`src/rtl/adder_arbiter.sv`:
```
// Round-robin scheduler that shares one fixed-latency adder among NUM_REQ operand requesters.
// Define ADDER_ARB_STATS_EN to add saturating per-requester grant counters and the stat_sel_i/stat_cnt_o ports.
module adder_arbiter #(
    parameter int NUM_REQ   = 4,
    parameter int WIDTH     = 8,
    parameter int ADDER_LAT = 1
) (
    input  logic                       clk_i,
    input  logic                       reset_i,
    input  logic                       en_i,
    input  logic [NUM_REQ-1:0]         req_valid_i,
    output logic [NUM_REQ-1:0]         req_ready_o,
    input  logic [NUM_REQ*WIDTH-1:0]   req_a_i,
    input  logic [NUM_REQ*WIDTH-1:0]   req_b_i,
    output logic [WIDTH-1:0]           add_a_o,
    output logic [WIDTH-1:0]           add_b_o,
    output logic                       add_vld_o,
    input  logic [WIDTH-1:0]           add_res_i,
    output logic [NUM_REQ-1:0]         rsp_valid_o,
    output logic [WIDTH-1:0]           rsp_data_o,
`ifdef ADDER_ARB_STATS_EN
    input  logic [$clog2(NUM_REQ)-1:0] stat_sel_i,
    output logic [31:0]                stat_cnt_o,
`endif
    output logic                       busy_o
);

    localparam int PTR_W = $clog2(NUM_REQ);

    // Handshake: a requester transfers in the cycle where req_valid_i[i] and
    // req_ready_o[i] are both high; ready is never raised without valid, and
    // responses are pulses that the requester must accept unconditionally.

    logic [PTR_W-1:0]   ptr;
    logic [PTR_W-1:0]   gnt_idx;
    logic               gnt_found;
    logic [NUM_REQ-1:0] gnt_onehot;
    logic [WIDTH-1:0]   sel_a;
    logic [WIDTH-1:0]   sel_b;

    always_comb begin
        gnt_idx   = '0;
        gnt_found = 1'b0;
        for (int k = 0; k < NUM_REQ; k++) begin
            logic [PTR_W:0] cand;
            cand = {1'b0, ptr} + (PTR_W+1)'(k);
            if (cand >= (PTR_W+1)'(NUM_REQ)) begin
                cand = cand - (PTR_W+1)'(NUM_REQ);
            end
            if (!gnt_found && en_i && req_valid_i[cand[PTR_W-1:0]]) begin
                gnt_found = 1'b1;
                gnt_idx   = cand[PTR_W-1:0];
            end
        end
    end

    always_comb begin
        gnt_onehot = '0;
        sel_a      = '0;
        sel_b      = '0;
        for (int i = 0; i < NUM_REQ; i++) begin
            if (gnt_found && (gnt_idx == PTR_W'(i))) begin
                gnt_onehot[i] = 1'b1;
                sel_a         = req_a_i[i*WIDTH +: WIDTH];
                sel_b         = req_b_i[i*WIDTH +: WIDTH];
            end
        end
    end

    assign req_ready_o = gnt_onehot;

    always_ff @(posedge clk_i or posedge reset_i) begin
        if (reset_i) begin
            ptr       <= '0;
            add_a_o   <= '0;
            add_b_o   <= '0;
            add_vld_o <= 1'b0;
        end else begin
            add_vld_o <= gnt_found;
            if (gnt_found) begin
                add_a_o <= sel_a;
                add_b_o <= sel_b;
                if (gnt_idx == PTR_W'(NUM_REQ - 1)) begin
                    ptr <= '0;
                end else begin
                    ptr <= gnt_idx + PTR_W'(1);
                end
            end
        end
    end

    // Tag stage 0 lines up with add_vld_o; stage ADDER_LAT lines up with add_res_i.
    logic [ADDER_LAT:0] tag_vld;
    logic [PTR_W-1:0]   tag_id [ADDER_LAT+1];

    always_ff @(posedge clk_i or posedge reset_i) begin
        if (reset_i) begin
            tag_vld <= '0;
            for (int s = 0; s <= ADDER_LAT; s++) begin
                tag_id[s] <= '0;
            end
        end else begin
            tag_vld   <= {tag_vld[ADDER_LAT-1:0], gnt_found};
            tag_id[0] <= gnt_idx;
            for (int s = 1; s <= ADDER_LAT; s++) begin
                tag_id[s] <= tag_id[s-1];
            end
        end
    end

    logic [NUM_REQ-1:0] rsp_onehot;

    always_comb begin
        rsp_onehot = '0;
        for (int i = 0; i < NUM_REQ; i++) begin
            if (tag_vld[ADDER_LAT] && (tag_id[ADDER_LAT] == PTR_W'(i))) begin
                rsp_onehot[i] = 1'b1;
            end
        end
    end

    always_ff @(posedge clk_i or posedge reset_i) begin
        if (reset_i) begin
            rsp_valid_o <= '0;
            rsp_data_o  <= '0;
        end else begin
            rsp_valid_o <= rsp_onehot;
            if (tag_vld[ADDER_LAT]) begin
                rsp_data_o <= add_res_i;
            end
        end
    end

    assign busy_o = |tag_vld;

`ifdef ADDER_ARB_STATS_EN
    logic [31:0] grant_cnt [NUM_REQ];

    always_ff @(posedge clk_i or posedge reset_i) begin
        if (reset_i) begin
            for (int i = 0; i < NUM_REQ; i++) begin
                grant_cnt[i] <= '0;
            end
        end else begin
            for (int i = 0; i < NUM_REQ; i++) begin
                if (gnt_onehot[i] && (grant_cnt[i] != 32'hFFFF_FFFF)) begin
                    grant_cnt[i] <= grant_cnt[i] + 32'd1;
                end
            end
        end
    end

    always_comb begin
        stat_cnt_o = '0;
        for (int i = 0; i < NUM_REQ; i++) begin
            if (stat_sel_i == PTR_W'(i)) begin
                stat_cnt_o = grant_cnt[i];
            end
        end
    end
`endif

endmodule

```
`config.mk`:
```
export PLATFORM = sky130hd
export DESIGN_NAME = adder_arbiter
export DESIGN_NICKNAME = d
export VERILOG_FILES = /design/src/rtl/adder_arbiter.sv
export SDC_FILE = /design/constraint.sdc
export NUM_CORES = 1
export LEC_CHECK = 0
export ABC_CLOCK_PERIOD_IN_PS = 3200
export CORE_MARGIN = 5
export CORE_UTILIZATION = 35
export CTS_CLUSTER_SIZE = 14
export DETAILED_ROUTE_END_ITERATION = 7
export PLACE_DENSITY = 0.76
export SLEW_MARGIN = 10
export SYNTH_ARGS = -nofsm -noshare
export SYNTH_HDL_FRONTEND = slang
export SYNTH_SLANG_ARGS = --single-unit
```
`constraint.sdc`:
```
create_clock -name clk_i -period 3.2 [get_ports clk_i]
set_clock_uncertainty 0.05 [all_clocks]
set_input_delay 0.96 -clock clk_i [delete_from_list [all_inputs] [get_ports clk_i]]
set_output_delay 0.96 -clock clk_i [all_outputs]
set_load 0.01 [all_outputs]
```
Word level (Yosys, flattened, before mapping)
Index checks and enable logic that the tools add are counted.

Add/sub/neg operators: 8. Order comparisons: 8. Equality and inequality tests: 6. Mux-type cells: 37. Reductions and logical operators: 21.

Operators with widths (number): $mux 8 (8); $mux 2 (9); $mux 1 (16); $logic_and 1x1->1 (15); $lt 2x3->1 const B (4); $ge 3x3->1 const B (3); $bmux 1 s2 (4); $eq 2x2->1 const B (4); $sub 2x1->2 const B (4); $add 2x2->3 const B (2); $eq 2x1->1 const B (2); $logic_not 2->1 (2); $add 2x1->3 const B (1); $ge 2x3->1 const B (1); $logic_not 1->1 (3); $add 2x1->2 const B (1); $reduce_or 2->1 (1).

Register bits after elaboration: 37.

Logic depth before layout (Yosys ltp)
Gate-level depths: netlist of the first run.

Depth in word-level cells: 24. Gate-level depth with buffers: 9. Mapped depth without buffers: 7.

Least setup slack after synthesis of the first run
Ideal clock, no wire load.

Path kind: input-to-output. Start: input req_valid_i[3]. End: output req_ready_o[3]. Arrival: 2.446 ns. Path slack: -0.256 ns. Cell stages on the path: 7. Buffers on the path: 2. Cell sequence: and3b_1 -> o21ai_0 -> o2111a_1 -> ha_1 -> clkbuf_1 -> clkbuf_1 -> and2_1.

Cells in the longest elaborated chain, start to end: 19.

Ends and longest elaborated chain: start, declared (RTL line 11) `input logic [NUM_REQ-1:0] req_valid_i,`; $bmux 1 s2 (RTL line 50) `if (!gnt_found && en_i && req_valid_i[cand[PTR_W-1:0]]) begin`; $mux 1 (implied by the code) (RTL line 50); $logic_and 1x1->1 (RTL line 50); $mux 1 (RTL line 50); $logic_not 1->1 (RTL line 50); $logic_and 1x1->1 (2 in a row) (RTL line 50); $mux 1 (RTL line 50); $logic_not 1->1 (RTL line 50); $logic_and 1x1->1 (2 in a row) (RTL line 50); $mux 1 (RTL line 50); $logic_not 1->1 (RTL line 50); $logic_and 1x1->1 (2 in a row) (RTL line 50); $mux 2 (*) (RTL line 50); net gnt_idx[0] (RTL line 35) `logic [PTR_W-1:0] gnt_idx;`; $eq 2x2->1 (*) (RTL line 62) `if (gnt_found && (gnt_idx == PTR_W'(i))) begin`; $logic_and 1x1->1 (*) (RTL line 62); $mux 1 (*) (RTL line 62); end, declared (RTL line 12) `output logic [NUM_REQ-1:0] req_ready_o,`.

The timed path passes the listed nets; every way through them passes the cells marked *. The select of a mux whose other input is x is not followed.

Final worst setup path of the first run
Same ends and word-level chain as after synthesis.

==> results of run 1 <==
-- final cells by class --
class / instances / area, µm²
sequential: 36 / 901
clock inverter: 2 / 10.0
tap: 75 / 93.8
clock buffer: 6 / 82.6
timing repair buffer: 134 / 1280
fill: 520 / 2280
inverter: 11 / 41.3
multi-input combinational: 150 / 1130
-- cells by family after synthesis --
kind of cell	after synthesis
multiplexers	8
flip-flops	36
adder cells (fa/ha/maj)	4
buffers and inverters	28
AO/OA/AOI/OAI	62
AND/OR/NAND/NOR	76
-- worst max-delay path: stages --
cell and delay [ns]:
buf_12 0.11, buf_6 0.11, a31o_4 0.23, o2111a_2 0.28
buf_6 0.12, ha_4 0.15, and2_4 0.13, buf_6 0.11
-- registers in the layout (all words and copies together), names as in the netlist --
register     count
tag_id           4
ptr              2
tag_vld          2
rsp_valid_o      4
rsp_data_o       8
add_a_o          8
add_b_o          8
-- power by group through the flow --
| stage | combinational (W) | sequential (W) | clock [W] |
|---|---|---|---|
| floorplan | 0.000404 | 0.000679 | 0 |
| global placement | 0.000847 | 0.000645 | 0 |
| detailed placement | 0.000860 | 0.000650 | 0 |
| CTS | 0.000909 | 0.000646 | 0.000334 |
| global route | 0.00100 | 0.000669 | 0.000353 |
| finish | 0.000920 | 0.000648 | 0.000323 |
-- layout by cell type (no fill, tap or decap), types with 2 or more instances in the layout --
master / count
buf_6: 3
nor2_1: 17
a21oi_2: 2
inv_1: 9
a21o_1: 10
nand3b_1: 16
nand2b_1: 10
ha_2: 2
nand2_1: 21
a221o_1: 7
and3b_1: 2
inv_2: 2
clkbuf_8: 6
buf_2: 4
clkinv_2: 2
buf_4: 22
clkdlybuf4s50_1: 103
mux2_2: 8
a32oi_1: 9
a21oi_1: 7
dfrtp_1: 36
a31oi_1: 16
and2_1: 3
-- final timing paths --
path | to | slack (ns) | depth (start not counted)
worst min-delay path | tag_id[1]$_DFF_PP0_ | 0.30 | 0
worst max-delay path | req_ready_o[3] | -0.01 | 8
worst min register to register | tag_id[1]$_DFF_PP0_ | 0.30 | 0
worst max register to register | add_b_o[1]$_DFFE_PP0P_ | 0.55 | 9
min in group asynchronous | add_b_o[2]$_DFFE_PP0P_ | 1.03 | 3
max in group asynchronous | add_b_o[7]$_DFFE_PP0P_ | 1.76 | 3
-- per-stage QoR --
step	hold WS (ns)	instance area [µm²]	worst slack, ns
finish	0.302	3540	-0.0109
global route	0.320	3540	-0.0460
CTS	0.305	3510	-0.00556
detailed placement	0.289	3290	-0.909
global placement	0.288	3290	-0.850
floorplan	0.281	2060	-0.00970
-- per-layer routing --
layer | vias to the layer above | global-route usage (%)
met5 | - | 0
met4 | 0 | 4.82
met3 | 9 | 4.09
met2 | 78 | 29.8
met1 | 954 | 22.1
li1 | 1021 | -
-- timing repair --
item	4_1_cts	5_1_grt
setup endpoints to repair	13	13
pin swaps	9	3
hold buffers	0	0
buffers inserted	7	0
gates resized for setup	58	6
==> results.toml, run 1 <==
[timing]
fin_tns_setup_ns = -0.0109
drv_slew = 0
fin_crit_ns = 3.21
hold_violations = 0
setup_violations = 1
rsz0062_at_grt = "true"
relSlewSlack_pct = 67.7
fin_ws_ns = -0.0109
tightestPinTransition_ns = 0.483
fin_crit_sh_pct = 100
fmax_ghz = 0.311

[routing]
wl_met2_um = 3010
drtIter0Drc = 47
drc = 0
vias = 2062
ant_nets = 0
met3RoutedLength_um = 503
wl_um = 6330
dr.max_layer_used = "met4"
avgViaCountPerCell = 4.98
dr.pass1.iters = 4
wl_per_cell_um = 15.3
routedLengthMet1_um = 2710

[global_route]
overflow = 0
antenna_found_initial = 0
grt_pass1_vias = 2171
grt_max_degree = 42
grt_pass1_wl_um = 10400
grt_usage_pct = 17.5

[placed_design]
dp_hpwl_um = 4820
port_buffers = 112
place_congestion = 0.960
dp_cells = 399

[final_layout]
area_growth_pct = 72.3
fin_cells = 414
antennaDiodeCount = 0
nNetsFinal = 421
final_util_pct = 60.9
drive_gt1_share_pct = 19.8

[die]
die_h_um = 86.6
initial_utilization_pct = 35.3
rows = 28
dieArea_um2 = 7500
ios = 113
core_area_um2 = 5820
fp.dieW_um = 86.6

[logic_synthesis]
yosys.area_share.xor_xnor_pct = 0
synth_top_family_by_area = "compound AO/OA/AOI/OAI gates"
ys_types = 34
postSynthCellCount = 214
synth.most_common_cell = "dfrtp_1"
postSynthAreaPerCell_um2 = 9.60
synthMuxAreaShare_pct = 4.38
syn_area_um2 = 2050
yosys.area_share.simple_pct = 20.2
synth_top_area_share_pct = 43.8
ys_warn_count = 0
synthAdderAreaFrac_pct = 2.44
synth_ff_type = "dfrtp_1"
synthArstFlopShare_pct = 100
synth_top_area_cell = "dfrtp_1"
yosys-top-cells-area = "dfrtp_1 44%, nand3b_1 5.8%, a31oi_1 4.9%"
ys_seq_area_share_pct = 43.8
synth_edf_count = 0
synth_compound_area_share_pct = 22.7
syn_nets = 297
synth_common_cells = "36 x dfrtp_1, 21 x nand2_1, 17 x nor2_1"
synth_seq_cells = 36

[power]
peakVddDrop_mv = 0.223
powerDensity_nw_per_um2 = 534
switchingPower_w = 0.000636
total_power_w = 0.00189
clockPowerShare_pct = 17.1
power_frac_seq_pct = 34.3
p_int_w = 0.00126
switching_share_pct = 33.6
pwr-share-comb_pct = 48.7
power.leakage_nw = 1.45

[worst_setup_path]
critPathMaxFanout = 5
crit_type = "in -> out"
start_kind = "input pin"
rr_startpoint = "ptr[0]$_DFFE_PP0P_"
startpoint = "req_valid_i[3]"
arrival_ns = 2.20
required_ns = 2.19
end_kind = "primary output"

[clock_tree]
numCtsBuffers = 5
cts_tree = "done"
clock_path_buffers = 2
root_buffer = "clkbuf_8"
cts-htree-levels = 2
clock_latency_ns = 0.28
path_clk_slew_ns = 0.06
clock-sinks = 36

[hold_path]
hold_path.class = "reg -> reg"
hp-start = "tag_id[3]$_DFF_PP0_"

[run_status]
violations = "setup timing"
status = "complete, but fails checks"

[run]
cap_violations = 0
(Power assumes the default switching activity.)
==> run 2, diff against run 1 <==
PLACE_DENSITY = 0.75   (was 0.76)
==> run 2 against run 1 <==
  * The run now ends clean
  * Fmax up 0.82%
  * Register-to-register slack better by 0.08 ns
  * Utilization down 0.19 points
  * Setup slack better by 0.026 ns
  * Clock-buffer cell count up 2
  * Power down 0.61%
  * Largest cell class unchanged
  * Die area unchanged
  * Global-route usage down 0.79 points
  * Worst hold slack better by 0.017 ns
  * Combinational power down 0.8%
==> results.toml, run 2 (same netlist as run 1, synthesis figures left out) <==
[die]
dieArea_um2 = 7500
core_area_um2 = 5820
ios = 113
initial_utilization_pct = 35.3
rows = 28
fp.dieW_um = 86.6
die_h_um = 86.6

[final_layout]
fillers = 536
layout_common_cells = "103 x clkdlybuf4s50_1, 36 x dfrtp_1, 21 x nand2_1"
nNetsFinal = 418
antennaDiodeCount = 0
reg.largest.list = "add_a_o x8, add_b_o x8, rsp_data_o x8"
stdcell_area_um2 = 3530
final_common_cell = "clkdlybuf4s50_1"
fin_cells = 411
area_growth_pct = 71.7
drive_gt1_share_pct = 19.0

[worst_setup_path]
required_ns = 2.19
cp_num_buf_inv = 3
slowest_delay_ns = 0.33
startpoint = "req_valid_i[3]"
rr_startpoint = "ptr[0]$_DFFE_PP0P_"
critPathMaxFanout = 4
start_kind = "input pin"
cpMaxStageDelayCell = "or3_4"
crit_type = "in -> out"
reg2reg_to = "add_a_o[0]$_DFFE_PP0P_"
crit_top_cell = "buf_6"
end_kind = "primary output"
crit_path_end = "req_ready_o[1]"
crit_family = "simple AND/OR/NAND/NOR gates"
rr_worst_depth = 8
arrival_ns = 2.17
reg2reg_setup_slack_ns = 0.63
crit_cells = 7
worstPathCellList = "buf_4 -> buf_6 -> or3_4 -> o2111a_2 -> ha_4 -> and2_4 -> buf_6"

[power]
p_int_w = 0.00125
switching_share_pct = 33.5
pwr-share-comb_pct = 48.6
peakVddDrop_mv = 0.211
power.leakage_nw = 1.43
powerDensity_nw_per_um2 = 533
switchingPower_w = 0.000629
power_frac_seq_pct = 34.6
clockPowerShare_pct = 16.9

[timing]
hold_violations = 0
fin_crit_sh_pct = 99.5
fmax_ghz = 0.314
setup_violations = 0
rsz0062_at_grt = "true"
relSlewSlack_pct = 66.9
fin_crit_ns = 3.18
drv_slew = 0
tightestPinTransition_ns = 0.495

[routing]
wl_per_cell_um = 15.2
avgViaCountPerCell = 4.93
drc = 0
dr.pass1.iters = 4
ant_nets = 0
vias = 2025
drtIter0Drc = 50
wl_um = 6230

[placed_design]
place_congestion = 0.893
postPlaceCellArea_um2 = 3310
dp_cells = 402
dp_hpwl_um = 4850
port_buffers = 112

[hold_path]
hold_path.class = "reg -> reg"

[clock_tree]
root_buffer = "clkbuf_8"
clock-sinks = 36
clock_latency_ns = 0.28
path_clk_slew_ns = 0.07
clock_path_buffers = 2
ctsHoldBuffers = 0
cts-htree-levels = 2
cts_tree = "done"
numCtsBuffers = 5

[global_route]
antenna_found_initial = 0
grt_pass1_wl_um = 9890
grt_max_degree = 42
overflow = 0
grt_pass1_vias = 2115
grt_usage_pct = 16.7

[run]
cap_violations = 0

[run_status]
status = "finished clean"
[run 2: cell types whose count changed in the layout (fill, tap and decap cells not counted), sizes merged]
cell / delta
buf: -4
clkinv: -2
clkbuf: +3
[run 2: how the worst min path moves through the flow]
stage | to | startpoint | slack (ns) | cells after the start
after floorplan | tag_id[0]$_DFF_PP0_ | tag_id[2]$_DFF_PP0_ | 0.28 | 0
final | tag_id[1]$_DFF_PP0_ | tag_id[3]$_DFF_PP0_ | 0.32 | 0
after CTS | tag_id[1]$_DFF_PP0_ | tag_id[3]$_DFF_PP0_ | 0.32 | 0
after global placement | tag_id[1]$_DFF_PP0_ | tag_id[3]$_DFF_PP0_ | 0.29 | 0
after global routing | tag_id[1]$_DFF_PP0_ | tag_id[3]$_DFF_PP0_ | 0.32 | 0
after detailed placement | tag_id[1]$_DFF_PP0_ | tag_id[3]$_DFF_PP0_ | 0.30 | 0
[run 2: timing repair]
item | CTS | global route
endpoints found under the hold margin | 0 | 0
pin swaps | 8 | 4
buffers inserted | 0 | 1
gates resized for setup | 52 | 13
setup endpoints to repair | 13 | 9
[run 2: cell type report]
type | count | area [µm²] | share of cell area [%]
Tap cell | 75 | 93.8 | 2.66
Timing Repair Buffer | 131 | 1250 | 35.5
Inverter | 11 | 41.3 | 1.17
Multi-Input combinational cell | 150 | 1150 | 32.6
Clock buffer | 8 | 90.1 | 2.55
Sequential cell | 36 | 901 | 25.5
[run 2: through the flow]
step	power (W)	setup slack (ns)	hold WS [ns]	util [%]	TNS [ns]
floorplan	0.00108	-0.00970	0.281	-	-0.00970
finish	0.00188	0.0152	0.319	60.7	0
CTS	0.00186	0.00636	0.319	59.3	0
global route	0.00201	-0.0255	0.321	60.7	-0.0460
global placement	0.00150	-0.838	0.286	56.9	-9.48
detailed placement	0.00151	-0.856	0.300	56.9	-10.11
[run 2: metal layers]
| layer | GRT usage (%) | wire length (µm) |
|---|---|---|
| met5 | 0 | 0 |
| met2 | 28.2 | 3010 |
| met1 | 20.8 | 2640 |
| met4 | 3.97 | 55 |
| met3 | 5.13 | 532 |
[run 2: power by group through the flow]
stage          Combinational, W  Sequential [W]  Clock [W]
6_report               0.000913        0.000650   0.000317
5_1_grt                0.000992        0.000671   0.000346
4_1_cts                0.000884        0.000650   0.000327
3_5_place_dp           0.000860        0.000653          0
3_3_place_gp           0.000852        0.000645          0
2_1_floorplan          0.000404        0.000679          0
